## config.mk

```make
export PLATFORM = sky130hd
export DESIGN_NAME = flp_pair_sequencer_flat
export DESIGN_NICKNAME = d
export VERILOG_FILES = /design/src/rtl/flp_pair_sequencer_if.sv /design/src/rtl/flp_pair_sequencer.sv /design/src/flat_wrapper.sv
export SDC_FILE = /design/constraint.sdc
export NUM_CORES = 1
export LEC_CHECK = 0
export ABC_AREA = 1
export CAP_MARGIN = 5
export CORE_MARGIN = 3
export CORE_UTILIZATION = 40
export CTS_CLUSTER_SIZE = 8
export DETAILED_ROUTE_END_ITERATION = 7
export DONT_BUFFER_PORTS = 1
export PLACE_DENSITY = 0.57
export SYNTH_ARGS = -nofsm -noshare
export SYNTH_HDL_FRONTEND = slang
export SYNTH_SLANG_ARGS = --single-unit
```

## constraint.sdc

```tcl
create_clock -name clk -period 3.6 [get_ports clk]
set_input_delay 0.72 -clock clk [delete_from_list [all_inputs] [get_ports clk]]
set_output_delay 0.72 -clock clk [all_outputs]
set_load 0.05 [all_outputs]
```

## src/rtl/flp_pair_sequencer_if.sv

```systemverilog
// Exponent stream, first-stage adder and result handshake signals of the pair sequencer.
// master = sequencer side, slave = environment (upstream source, adder, downstream sink).
interface flp_pair_sequencer_if #(
  parameter int EXP_WIDTH  = 9,
  parameter int MANT_WIDTH = 8,
  parameter int CNT_WIDTH  = 8
);
  logic                  in_valid;
  logic                  in_ready;
  logic [MANT_WIDTH-1:0] in_exp;
  logic                  in_last;
  logic [MANT_WIDTH-1:0] add_exp1;
  logic [MANT_WIDTH-1:0] add_exp2;
  logic [EXP_WIDTH-1:0]  add_exp;
  logic [MANT_WIDTH-1:0] add_mant;
  logic                  out_valid;
  logic                  out_ready;
  logic [EXP_WIDTH-1:0]  out_exp;
  logic [MANT_WIDTH-1:0] out_mant;
  logic                  out_last;
  logic                  out_single;
  logic [CNT_WIDTH-1:0]  pair_count;

  modport master (
    input  in_valid, in_exp, in_last, add_exp, add_mant, out_ready,
    output in_ready, add_exp1, add_exp2, out_valid, out_exp, out_mant,
           out_last, out_single, pair_count
  );

  modport slave (
    output in_valid, in_exp, in_last, add_exp, add_mant, out_ready,
    input  in_ready, add_exp1, add_exp2, out_valid, out_exp, out_mant,
           out_last, out_single, pair_count
  );
endinterface

```

## src/rtl/flp_pair_sequencer.sv

```systemverilog
// Pairs consecutive exponents for the shared first-stage FP adder, registers the sum and
// offers it downstream; a lone final exponent of an odd frame is passed through unpaired.
module flp_pair_sequencer #(
  parameter int EXP_WIDTH  = 9,
  parameter int MANT_WIDTH = 8,
  parameter int CNT_WIDTH  = 8,
  parameter logic [MANT_WIDTH-1:0] SINGLE_MANT = MANT_WIDTH'(1)
) (
  input  logic                   clk,
  input  logic                   rst,
  flp_pair_sequencer_if.master   bus,
  output logic [1:0]             dbg_state
);

  // Handshakes: a transfer happens on a rising edge where valid and ready are both high;
  // the producer holds data stable while valid is high and ready is low.
  typedef enum logic [1:0] {
    S_FIRST  = 2'd0,
    S_SECOND = 2'd1,
    S_ISSUE  = 2'd2,
    S_OUT    = 2'd3
  } state_t;

  state_t                state_q, state_d;
  logic [MANT_WIDTH-1:0] reg_a_q, reg_a_d;
  logic [MANT_WIDTH-1:0] reg_b_q, reg_b_d;
  logic                  last_q, last_d;
  logic [EXP_WIDTH-1:0]  out_exp_q, out_exp_d;
  logic [MANT_WIDTH-1:0] out_mant_q, out_mant_d;
  logic                  out_last_q, out_last_d;
  logic                  out_single_q, out_single_d;
  logic [CNT_WIDTH-1:0]  pair_count_q, pair_count_d;

  always_comb begin
    state_d      = state_q;
    reg_a_d      = reg_a_q;
    reg_b_d      = reg_b_q;
    last_d       = last_q;
    out_exp_d    = out_exp_q;
    out_mant_d   = out_mant_q;
    out_last_d   = out_last_q;
    out_single_d = out_single_q;
    pair_count_d = pair_count_q;
    case (state_q)
      S_FIRST: begin
        if (bus.in_valid) begin
          reg_a_d = bus.in_exp;
          if (bus.in_last) begin
            out_exp_d    = EXP_WIDTH'(bus.in_exp);
            out_mant_d   = SINGLE_MANT;
            out_single_d = 1'b1;
            out_last_d   = 1'b1;
            state_d      = S_OUT;
          end else begin
            state_d = S_SECOND;
          end
        end
      end
      S_SECOND: begin
        if (bus.in_valid) begin
          reg_b_d = bus.in_exp;
          last_d  = bus.in_last;
          state_d = S_ISSUE;
        end
      end
      S_ISSUE: begin
        // Adder is purely combinational from reg_a/reg_b, so its result is valid here.
        out_exp_d    = bus.add_exp;
        out_mant_d   = bus.add_mant;
        out_last_d   = last_q;
        out_single_d = 1'b0;
        state_d      = S_OUT;
      end
      S_OUT: begin
        if (bus.out_ready) begin
          state_d = S_FIRST;
          if (out_last_q)         pair_count_d = '0;
          else if (!(&pair_count_q)) pair_count_d = pair_count_q + CNT_WIDTH'(1);
        end
      end
      default: state_d = S_FIRST;
    endcase
  end

  always_ff @(posedge clk or posedge rst) begin
    if (rst) begin
      state_q      <= S_FIRST;
      reg_a_q      <= '0;
      reg_b_q      <= '0;
      last_q       <= 1'b0;
      out_exp_q    <= '0;
      out_mant_q   <= '0;
      out_last_q   <= 1'b0;
      out_single_q <= 1'b0;
      pair_count_q <= '0;
    end else begin
      state_q      <= state_d;
      reg_a_q      <= reg_a_d;
      reg_b_q      <= reg_b_d;
      last_q       <= last_d;
      out_exp_q    <= out_exp_d;
      out_mant_q   <= out_mant_d;
      out_last_q   <= out_last_d;
      out_single_q <= out_single_d;
      pair_count_q <= pair_count_d;
    end
  end

  assign bus.in_ready   = (state_q == S_FIRST) || (state_q == S_SECOND);
  assign bus.out_valid  = (state_q == S_OUT);
  assign bus.add_exp1   = reg_a_q;
  assign bus.add_exp2   = reg_b_q;
  assign bus.out_exp    = out_exp_q;
  assign bus.out_mant   = out_mant_q;
  assign bus.out_last   = out_last_q;
  assign bus.out_single = out_single_q;
  assign bus.pair_count = pair_count_q;
  assign dbg_state      = state_q;

endmodule

```

## src/flat_wrapper.sv

```systemverilog
// flat-port wrapper written by rule: the top's interface ports become plain ports
module flp_pair_sequencer_flat 
#(
  parameter int EXP_WIDTH  = 9,
  parameter int MANT_WIDTH = 8,
  parameter int CNT_WIDTH  = 8,
  parameter logic [MANT_WIDTH-1:0] SINGLE_MANT = MANT_WIDTH'(1)
)
  (clk, rst, dbg_state, bus_in_valid, bus_in_exp, bus_in_last, bus_add_exp, bus_add_mant, bus_out_ready, bus_in_ready, bus_add_exp1, bus_add_exp2, bus_out_valid, bus_out_exp, bus_out_mant, bus_out_last, bus_out_single, bus_pair_count);
  flp_pair_sequencer_if #(.EXP_WIDTH(EXP_WIDTH), .MANT_WIDTH(MANT_WIDTH), .CNT_WIDTH(CNT_WIDTH)) bus_i ();
  input  logic clk;
  input  logic rst;
  output logic [1:0] dbg_state;
  input wire logic [$bits(bus_i.in_valid)-1:0] bus_in_valid;
  input wire logic [$bits(bus_i.in_exp)-1:0] bus_in_exp;
  input wire logic [$bits(bus_i.in_last)-1:0] bus_in_last;
  input wire logic [$bits(bus_i.add_exp)-1:0] bus_add_exp;
  input wire logic [$bits(bus_i.add_mant)-1:0] bus_add_mant;
  input wire logic [$bits(bus_i.out_ready)-1:0] bus_out_ready;
  output wire logic [$bits(bus_i.in_ready)-1:0] bus_in_ready;
  output wire logic [$bits(bus_i.add_exp1)-1:0] bus_add_exp1;
  output wire logic [$bits(bus_i.add_exp2)-1:0] bus_add_exp2;
  output wire logic [$bits(bus_i.out_valid)-1:0] bus_out_valid;
  output wire logic [$bits(bus_i.out_exp)-1:0] bus_out_exp;
  output wire logic [$bits(bus_i.out_mant)-1:0] bus_out_mant;
  output wire logic [$bits(bus_i.out_last)-1:0] bus_out_last;
  output wire logic [$bits(bus_i.out_single)-1:0] bus_out_single;
  output wire logic [$bits(bus_i.pair_count)-1:0] bus_pair_count;
  assign bus_i.in_valid = bus_in_valid;
  assign bus_i.in_exp = bus_in_exp;
  assign bus_i.in_last = bus_in_last;
  assign bus_i.add_exp = bus_add_exp;
  assign bus_i.add_mant = bus_add_mant;
  assign bus_i.out_ready = bus_out_ready;
  assign bus_in_ready = bus_i.in_ready;
  assign bus_add_exp1 = bus_i.add_exp1;
  assign bus_add_exp2 = bus_i.add_exp2;
  assign bus_out_valid = bus_i.out_valid;
  assign bus_out_exp = bus_i.out_exp;
  assign bus_out_mant = bus_i.out_mant;
  assign bus_out_last = bus_i.out_last;
  assign bus_out_single = bus_i.out_single;
  assign bus_pair_count = bus_i.pair_count;
  flp_pair_sequencer #(.EXP_WIDTH(EXP_WIDTH), .MANT_WIDTH(MANT_WIDTH), .CNT_WIDTH(CNT_WIDTH), .SINGLE_MANT(SINGLE_MANT)) u_core (.clk(clk), .rst(rst), .bus(bus_i), .dbg_state(dbg_state));
endmodule
```

After elaboration in Yosys (flattened, before gate mapping)
Cells that the tools add are included.
{"block": "totals", "ff_bits": 46, "inputBits": 30}
{"block": "classes", "reduce_logical": 9, "n_addsub": 1, "eq_ne": 8, "n_mux": 17}
{"operator": "2-to-1 mux 8 bit", "count": 4}
{"operator": "2-to-1 mux 9 bit", "count": 2}
{"operator": "case mux 9 bit (2 select lines)", "count": 1}
{"operator": "case mux 8 bit (2 select lines)", "count": 1}
{"operator": "AND reduction 3 bit", "count": 3}
{"operator": "adder 8 x 1 -> 8 bit, second input constant", "count": 1}
{"operator": "2-to-1 mux 2 bit", "count": 4}
{"operator": "inequality test 2 bit, second input constant", "count": 4}
{"operator": "case mux 2 bit (4 select lines)", "count": 1}
{"operator": "AND reduction 8 bit", "count": 1}
{"operator": "== test 2 bit, second input constant", "count": 2}
{"operator": "case mux 1 bit (2 select lines)", "count": 2}
{"operator": "AND reduction 2 bit", "count": 2}
{"operator": "== test 2 x 1 -> 1 bit, second input constant", "count": 1}
{"operator": "logical NOT 2 bit", "count": 1}
{"operator": "2-to-1 mux 1 bit", "count": 2}
{"operator": "inequality test 2 x 1 -> 1 bit, second input constant", "count": 1}
{"operator": "nonzero test 2 bit", "count": 1}
{"operator": "logical OR 1 bit", "count": 1}

Longest topological paths before layout
Gate-level depths: netlist of the first run.
{"block": "logic_depth", "depth_word": 3, "ltp_mapped": 10}

Worst setup path before layout of the first run
OpenSTA, ideal clock, no wires.
{"block": "synth_path", "kind": "register to output", "start": "reg u_core.state_q[0], in the netlist u_core.dbg_state[0]", "end": "out bus_in_ready", "path_stages_with_launch": 4, "path_slack_ps": 1392, "arrival_ps": 1488, "cell_sequence": "dfrtp_1 > inv_1 > ha_1 > or2_2"}
{"block": "synth_via", "elab_chain_len": 2, "word_cells_on_any_way": 3, "cone_classes": "eq/ne: 1; reduce/logical: 2"}
{"element": "start: declaration", "line_no": "flp_pair_sequencer.sv:24", "rtl": "state_t state_q, state_d;"}
{"element": "start signal: assignment", "line_no": "flp_pair_sequencer.sv:97", "rtl": "state_q <= state_d;"}
{"element": "== test 2 x 1 -> 1 bit or logical NOT 2 bit (tied branches)", "line_no": "flp_pair_sequencer.sv:109", "rtl": "assign bus.in_ready = (state_q == S_FIRST) || (state_q == S_SECOND);"}
{"element": "logical OR 1 bit *", "line_no": "flp_pair_sequencer.sv:109"}
{"element": "end: declaration", "line_no": "flat_wrapper.sv:20", "rtl": "output wire logic [$bits(bus_i.in_ready)-1:0] bus_in_ready;"}
Every way passes the cells marked *; elsewhere a longest branch is shown, timed or not.

Worst setup path after layout of the first run
Ends and elaborated chain as after synthesis.

==> results of run 1 <==
## per-layer routing
metal	track usage [%]	up-vias
met1	21.8	683
met2	24.3	53
met5	0	-
li1	-	777
met3	5.67	4
met4	5.15	0
## layout make-up
class / count / area [um2] / share of cell area, %
clock buffers: 6 / 72.6 / 3.22
well taps: 67 / 83.8 / 3.71
clock inverters: 2 / 13.8 / 0.610
flip-flops and latches: 46 / 1150 / 51.0
inverters: 25 / 98.8 / 4.38
multi-input cells: 170 / 837 / 37.1
## flip-flops by register name, summed over array words and instances (netlist names)
signal,cells
u_core.bus.out_mant,8
u_core.last_q,1
u_core.bus.out_exp,9
u_core.bus.pair_count,8
u_core.bus.out_single,1
u_core.bus.add_exp1,8
u_core.bus.add_exp2,8
u_core.dbg_state,2
u_core.bus.out_last,1
## placed cells by master (no fill, tap or decap), drive strengths merged
cell type   n
or2         2
a21oi       3
clkbuf      6
o22ai       1
ha          5
o21bai      1
clkinv      2
a31oi       1
dfrtp      46
inv        25
nand2      90
nor3        1
nor2       17
nand3       7
nand3b      1
o21ai      41
## logic make-up (layout without fill, tap and decap cells)
kind of cell	after synthesis	in the layout	synth area share (%)
flip-flops	46	46	54.2
buffers and inverters	30	33	6.42
AND/OR/NAND/NOR	118	118	23.0
AO/OA/AOI/OAI	47	47	13.4
adder cells (fa/ha/maj)	5	5	2.94
## worst max-delay path: stages (launching register included)
cell and delay [ps]:
sky130_fd_sc_hd__dfrtp_1 710, sky130_fd_sc_hd__inv_1 140, sky130_fd_sc_hd__ha_1 300, sky130_fd_sc_hd__or2_2 450
## per-stage QoR
step / setup WS [ps] / utilization (%)
final: 981 / 46.0
after global routing: 877 / 46.0
after CTS: 959 / 46.0
after detailed placement: 1310 / 44.2
after global placement: 1350 / 44.2
after floorplan: 1390 / -
## worst max path at each step
stage	endpoint	slack, ps	depth (start not counted)
3_3_place_gp	bus_in_ready	1350	3
4_1_cts	bus_in_ready	960	3
5_1_grt	bus_in_ready	880	3
6_report	bus_in_ready	980	3
2_1_floorplan	bus_in_ready	1390	3
3_5_place_dp	bus_in_ready	1310	3
==> insert_results.sql, run 1 <==
INSERT INTO impl_metrics (metric_group, metric, value, unit) VALUES
('clock_network', 'clk_path_buf_depth', '2', ''),
('worst_hold_path', 'worstHoldPathType', 'in -> async', ''),
('final_layout', 'final_nets', '283', ''),
('synth', 'synthesis.instances', '246', ''),
('clock_network', 'clk-insertion-delay-late', '300', 'ps'),
('job', 'maxCapViolCount', '0', ''),
('global_route', 'grt_overflow', '0', ''),
('worst_setup_path', 'critPathArrivalTime', '1900', 'ps'),
('status', 'run_status', 'completed', ''),
('synth', 'synthDominantCellAreaShare', '54.2', '%'),
('detailed_routing', 'routed_via_density', '4.80', ''),
('floorplanning', 'dieArea', '6220', 'um2'),
('sta', 'fin_crit', '2620', 'ps'),
('detailed_routing', 'route.layer.met1.wl', '2130', 'um'),
('synth', 'yosysUniqueCellTypes', '26', ''),
('worst_setup_path', 'critPathLaunch', 'u_core.dbg_state[0]', ''),
('synth', 'synth_sequential_area_ratio', '54.2', '%'),
('synth', 'synth_edf_count', '0', ''),
('detailed_routing', 'dr.pass1.iters', '4', ''),
('clock_network', 'ctsRootBufferMaster', 'sky130_fd_sc_hd__clkbuf_8', ''),
('final_layout', 'syn2layout_area_growth', '6.24', '%'),
('place', 'placedCellCount', '308', ''),
('sta', 'finalSetupViolCount', '0', ''),
('final_layout', 'drive_above_1_share', '12.9', '%'),
('floorplanning', 'initial_core_util', '43.3', '%'),
('place', 'numPortBuffers', '0', ''),
('clock_network', 'clk_pin_slew', '90', 'ps'),
('global_route', 'global_route_wire_length_before_repair', '7650', 'um'),
('clock_network', 'holdBufCountCts', '0', ''),
('worst_setup_path', 'timing.critical_path.required', '2880', 'ps'),
('worst_setup_path', 'worst_path_fanout_max', '6', ''),
('floorplanning', 'rows', '25', ''),
('synth', 'synthesis.nets', '281', ''),
('final_layout', 'antenna-diode-count', '0', ''),
('synth', 'syn-cell-area', '2120', 'um2'),
('clock_network', 'cts_tree', 'built', ''),
('clock_network', 'clock_sink_count', '46', ''),
('synth', 'post_synth_most_frequent_cells', '86 x sky130_fd_sc_hd__nand2_1, 46 x sky130_fd_sc_hd__dfrtp_1, 33 x sky130_fd_sc_hd__o21ai_0, 21 x sky130_fd_sc_hd__inv_1, 14 x sky130_fd_sc_hd__nor2_1', ''),
('sta', 'rsz0062_at_grt', 'no', ''),
('detailed_routing', 'met2_wirelength', '2110', 'um'),
('place', 'postPlaceCellArea', '2170', 'um2'),
('worst_setup_path', 'rr_startpoint', 'u_core.dbg_state[0]', ''),
('worst_setup_path', 'start_kind', 'flip-flop', ''),
('floorplanning', 'die_height', '78.9', 'um'),
('detailed_routing', 'post_drt_wl_per_cell', '14.7', 'um'),
('detailed_routing', 'drc', '0', ''),
('detailed_routing', 'drtAntennaViolNets', '0', ''),
('sta', 'clock-skew-final', '7.22', 'ps'),
('synth', 'seq_cells_post_synth', '46', ''),
('clock_network', 'cts_post_setup_buffers_inserted', '0', ''),
('worst_setup_path', 'timing.reg2reg.worst_path_depth', '8', ''),
('sta', 'post_route_worst_hold_slack', '504', 'ps'),
('detailed_routing', 'topRoutingLayerUsed', 'met4', ''),
('place', 'gpl.final_weighted_congestion', '0.786', ''),
('sta', 'final_min_period_over_clock_period', '72.8', '%'),
('sta', 'timing.slew.headroom', '36.8', '%'),
('floorplanning', 'die_width', '78.9', 'um'),
('clock_network', 'ctsResizeCount', '0', ''),
('global_route', 'largest_net_degree_at_the_start_of_global_routing', '47', ''),
('synth', 'synth_most_common_cell', 'sky130_fd_sc_hd__nand2_1', ''),
('synth', 'synth_area_per_cell', '8.64', 'um2'),
('final_layout', 'nFillCells', '529', ''),
('floorplanning', 'io_pins', '77', ''),
('sta', 'max_clock_freq', '382', 'MHz'),
('global_route', 'groute.usage.overall', '16.1', '%'),
('synth', 'primary_ff_master_synth', 'sky130_fd_sc_hd__dfrtp_1', ''),
('sta', 'finalHoldViolations', '0', ''),
('clock_network', 'htreeDepth', '2', ''),
('detailed_routing', 'detailroute.wirelength.met3', '355', 'um'),
('detailed_routing', 'detailroute.via_count', '1517', ''),
('final_layout', 'finish.cell_count_without_fillers', '316', '');
Power of run 1 is left out: the tool's default activity adds up to more than one toggle a clock period on the data nets, which glitch-free logic cannot reach.
==> inputs of run 2 (changes only) <==
Settings changed: PLACE_DENSITY 0.57 to 0.59.
Clock period 3.6 ns to 2.1 ns, I/O delays scaled along.
==> run 2 against run 1 <==
Net effect:
- routed wire length down 1.1%
- design area up 4.7%
- first-iteration DRC count down 14%
- worst setup slack worse by 840 ps
- clock skew down 4.5 ps
- global-route usage down 0.28 points
- worst hold slack worse by 360 ps
- clock-buffer cell count down 1
- via count up 3.0%
- sequential cell count unchanged
==> insert_results.sql, run 2 (synthesis gave the netlist of run 1 again) <==
INSERT INTO impl_metrics (metric_group, metric, value, unit) VALUES
('status', 'run_status', 'completed', ''),
('global_route', 'grt_overflow', '0', ''),
('floorplanning', 'io_pins', '77', ''),
('job', 'maxCapViolCount', '0', ''),
('sta', 'clock-skew-final', '2.69', 'ps'),
('clock_network', 'ctsResizeCount', '0', ''),
('detailed_routing', 'drc', '0', ''),
('place', 'placedCellCount', '319', ''),
('detailed_routing', 'dr.pass1.iters', '4', ''),
('final_layout', 'finish.cell_count_without_fillers', '327', ''),
('floorplanning', 'dieArea', '6220', 'um2'),
('sta', 'max_slew.worst_pin.slew', '585', 'ps'),
('sta', 'max_clock_freq', '511', 'MHz'),
('place', 'gpl.final_weighted_congestion', '0.867', ''),
('sta', 'final.setup.tns', '0', 'ps'),
('sta', 'fin_crit', '1960', 'ps'),
('worst_setup_path', 'endpoint_kind', 'output pin', ''),
('clock_network', 'holdBufCountCts', '0', ''),
('clock_network', 'cts_tree', 'built', ''),
('detailed_routing', 'drt-initial-drc-count', '79', ''),
('final_layout', 'syn2layout_area_growth', '11.2', '%'),
('floorplanning', 'die_width', '78.9', 'um'),
('floorplanning', 'coreArea', '4910', 'um2'),
('clock_network', 'clk_path_buf_depth', '2', ''),
('worst_setup_path', 'crit_type', 'reg -> out', ''),
('worst_setup_path', 'timing.critical_path.required', '1680', 'ps'),
('sta', 'finalSetupViolCount', '0', ''),
('worst_setup_path', 'start_kind', 'flip-flop', ''),
('final_layout', 'number_of_flip_flops_under_the_largest_register_name', '9', ''),
('place', 'dp_slack', '408', 'ps'),
('final_layout', 'antenna-diode-count', '0', ''),
('place', 'dp.final_hpwl', '3380', 'um'),
('sta', 'finalHoldViolations', '0', ''),
('detailed_routing', 'detailroute.via_count', '1562', ''),
('global_route', 'first_global_vias', '1521', ''),
('clock_network', 'ctsRootBufferMaster', 'sky130_fd_sc_hd__clkbuf_8', ''),
('sta', 'final_min_period_over_clock_period', '93.1', '%'),
('clock_network', 'clk-insertion-delay-late', '290', 'ps'),
('final_layout', 'layout_common_cells', '86 x sky130_fd_sc_hd__nand2_1, 46 x sky130_fd_sc_hd__dfrtp_1, 33 x sky130_fd_sc_hd__o21ai_0, 20 x sky130_fd_sc_hd__inv_1, 14 x sky130_fd_sc_hd__nor2_1', ''),
('clock_network', 'htreeDepth', '2', ''),
('sta', 'timing_max_transition_violations_final', '0', ''),
('global_route', 'grt_antenna_before_repair', '0', ''),
('floorplanning', 'initial_core_util', '43.3', '%'),
('global_route', 'global_route_wire_length_before_repair', '7710', 'um'),
('clock_network', 'clk_pin_slew', '90', 'ps'),
('clock_network', 'cts_inserted_buffers', '5', ''),
('global_route', 'groute.usage.overall', '15.8', '%'),
('floorplanning', 'rows', '25', ''),
('worst_setup_path', 'worst_path_fanout_max', '6', ''),
('detailed_routing', 'routed_via_density', '4.78', ''),
('floorplanning', 'die_height', '78.9', 'um'),
('global_route', 'largest_net_degree_at_the_start_of_global_routing', '47', ''),
('place', 'numPortBuffers', '0', ''),
('sta', 'postLayoutSetupSlackWorst', '144', 'ps'),
('detailed_routing', 'post_drt_wl_per_cell', '14.0', 'um'),
('worst_setup_path', 'critPathArrivalTime', '1540', 'ps'),
('sta', 'rsz0062_at_grt', 'no', ''),
('detailed_routing', 'drtAntennaViolNets', '0', ''),
('clock_network', 'cts_post_setup_buffers_inserted', '0', ''),
('detailed_routing', 'routed_wl', '4590', 'um'),
('sta', 'timing.slew.headroom', '61.0', '%'),
('final_layout', 'mostFrequentLayoutCell', 'sky130_fd_sc_hd__nand2_1', ''),
('final_layout', 'drive_above_1_share', '16.9', '%'),
('final_layout', 'final_nets', '294', ''),
('worst_hold_path', 'worstHoldPathType', 'in -> async', ''),
('clock_network', 'clock_sink_count', '46', '');
run 2: cell types whose count changed in the layout (fill, tap and decap cells not counted):
cell,change
sky130_fd_sc_hd__buf_4,+11
sky130_fd_sc_hd__bufinv_16,+1
sky130_fd_sc_hd__clkbuf_1,-1
sky130_fd_sc_hd__clkinv_2,+1
sky130_fd_sc_hd__clkinv_4,-1
run 2: area by class of cell:
type	instances	area, um2
Fill cell	485	2550
Clock buffer	5	68.8
Clock inverter	3	40.0
Multi-Input combinational cell	170	837
Tap cell	67	83.8
Timing Repair Buffer	11	82.6
Sequential cell	46	1150
Inverter	25	98.8
run 2: routing by layer:
metal | GRT usage [%] | part of all wire, %
met5 | 0 | 0
met4 | 4.64 | 0.87
met3 | 6.58 | 11
met2 | 25.3 | 46
met1 | 19.7 | 42
run 2: critical path, cell delays in order, from the launching register on:
cell and delay (ps):
sky130_fd_sc_hd__dfrtp_1 430, sky130_fd_sc_hd__inv_1 80, sky130_fd_sc_hd__ha_1 270, sky130_fd_sc_hd__or2_2 450
run 2: final timing paths:
| kind | slack (ps) | cells past startpoint | to | start |
|---|---|---|---|---|
| min | 150 | 2 | u_core.bus.out_mant[5] | rst |
| max | 140 | 3 | bus_in_ready | u_core.dbg_state[0] |
| min reg2reg | 540 | 2 | u_core.last_q | u_core.last_q |
| max reg2reg | 440 | 8 | u_core.bus.out_last | u_core.dbg_state[0] |
| max in group asynchronous | 1560 | 2 | u_core.bus.pair_count[4] | rst |
| min in group clk | 240 | 2 | u_core.bus.out_mant[6] | bus_add_mant[6] |
run 2: per-stage QoR:
step           instance area [um2]  utilization (%)  hold WS, ps
3_3_place_gp                  2250             45.9          495
3_5_place_dp                  2250             45.9          500
6_report                      2360             48.1          148
4_1_cts                       2360             48.1          168
5_1_grt                       2360             48.1          197
2_1_floorplan                 2120                -          454
Power of run 2 is left out for the same reason.
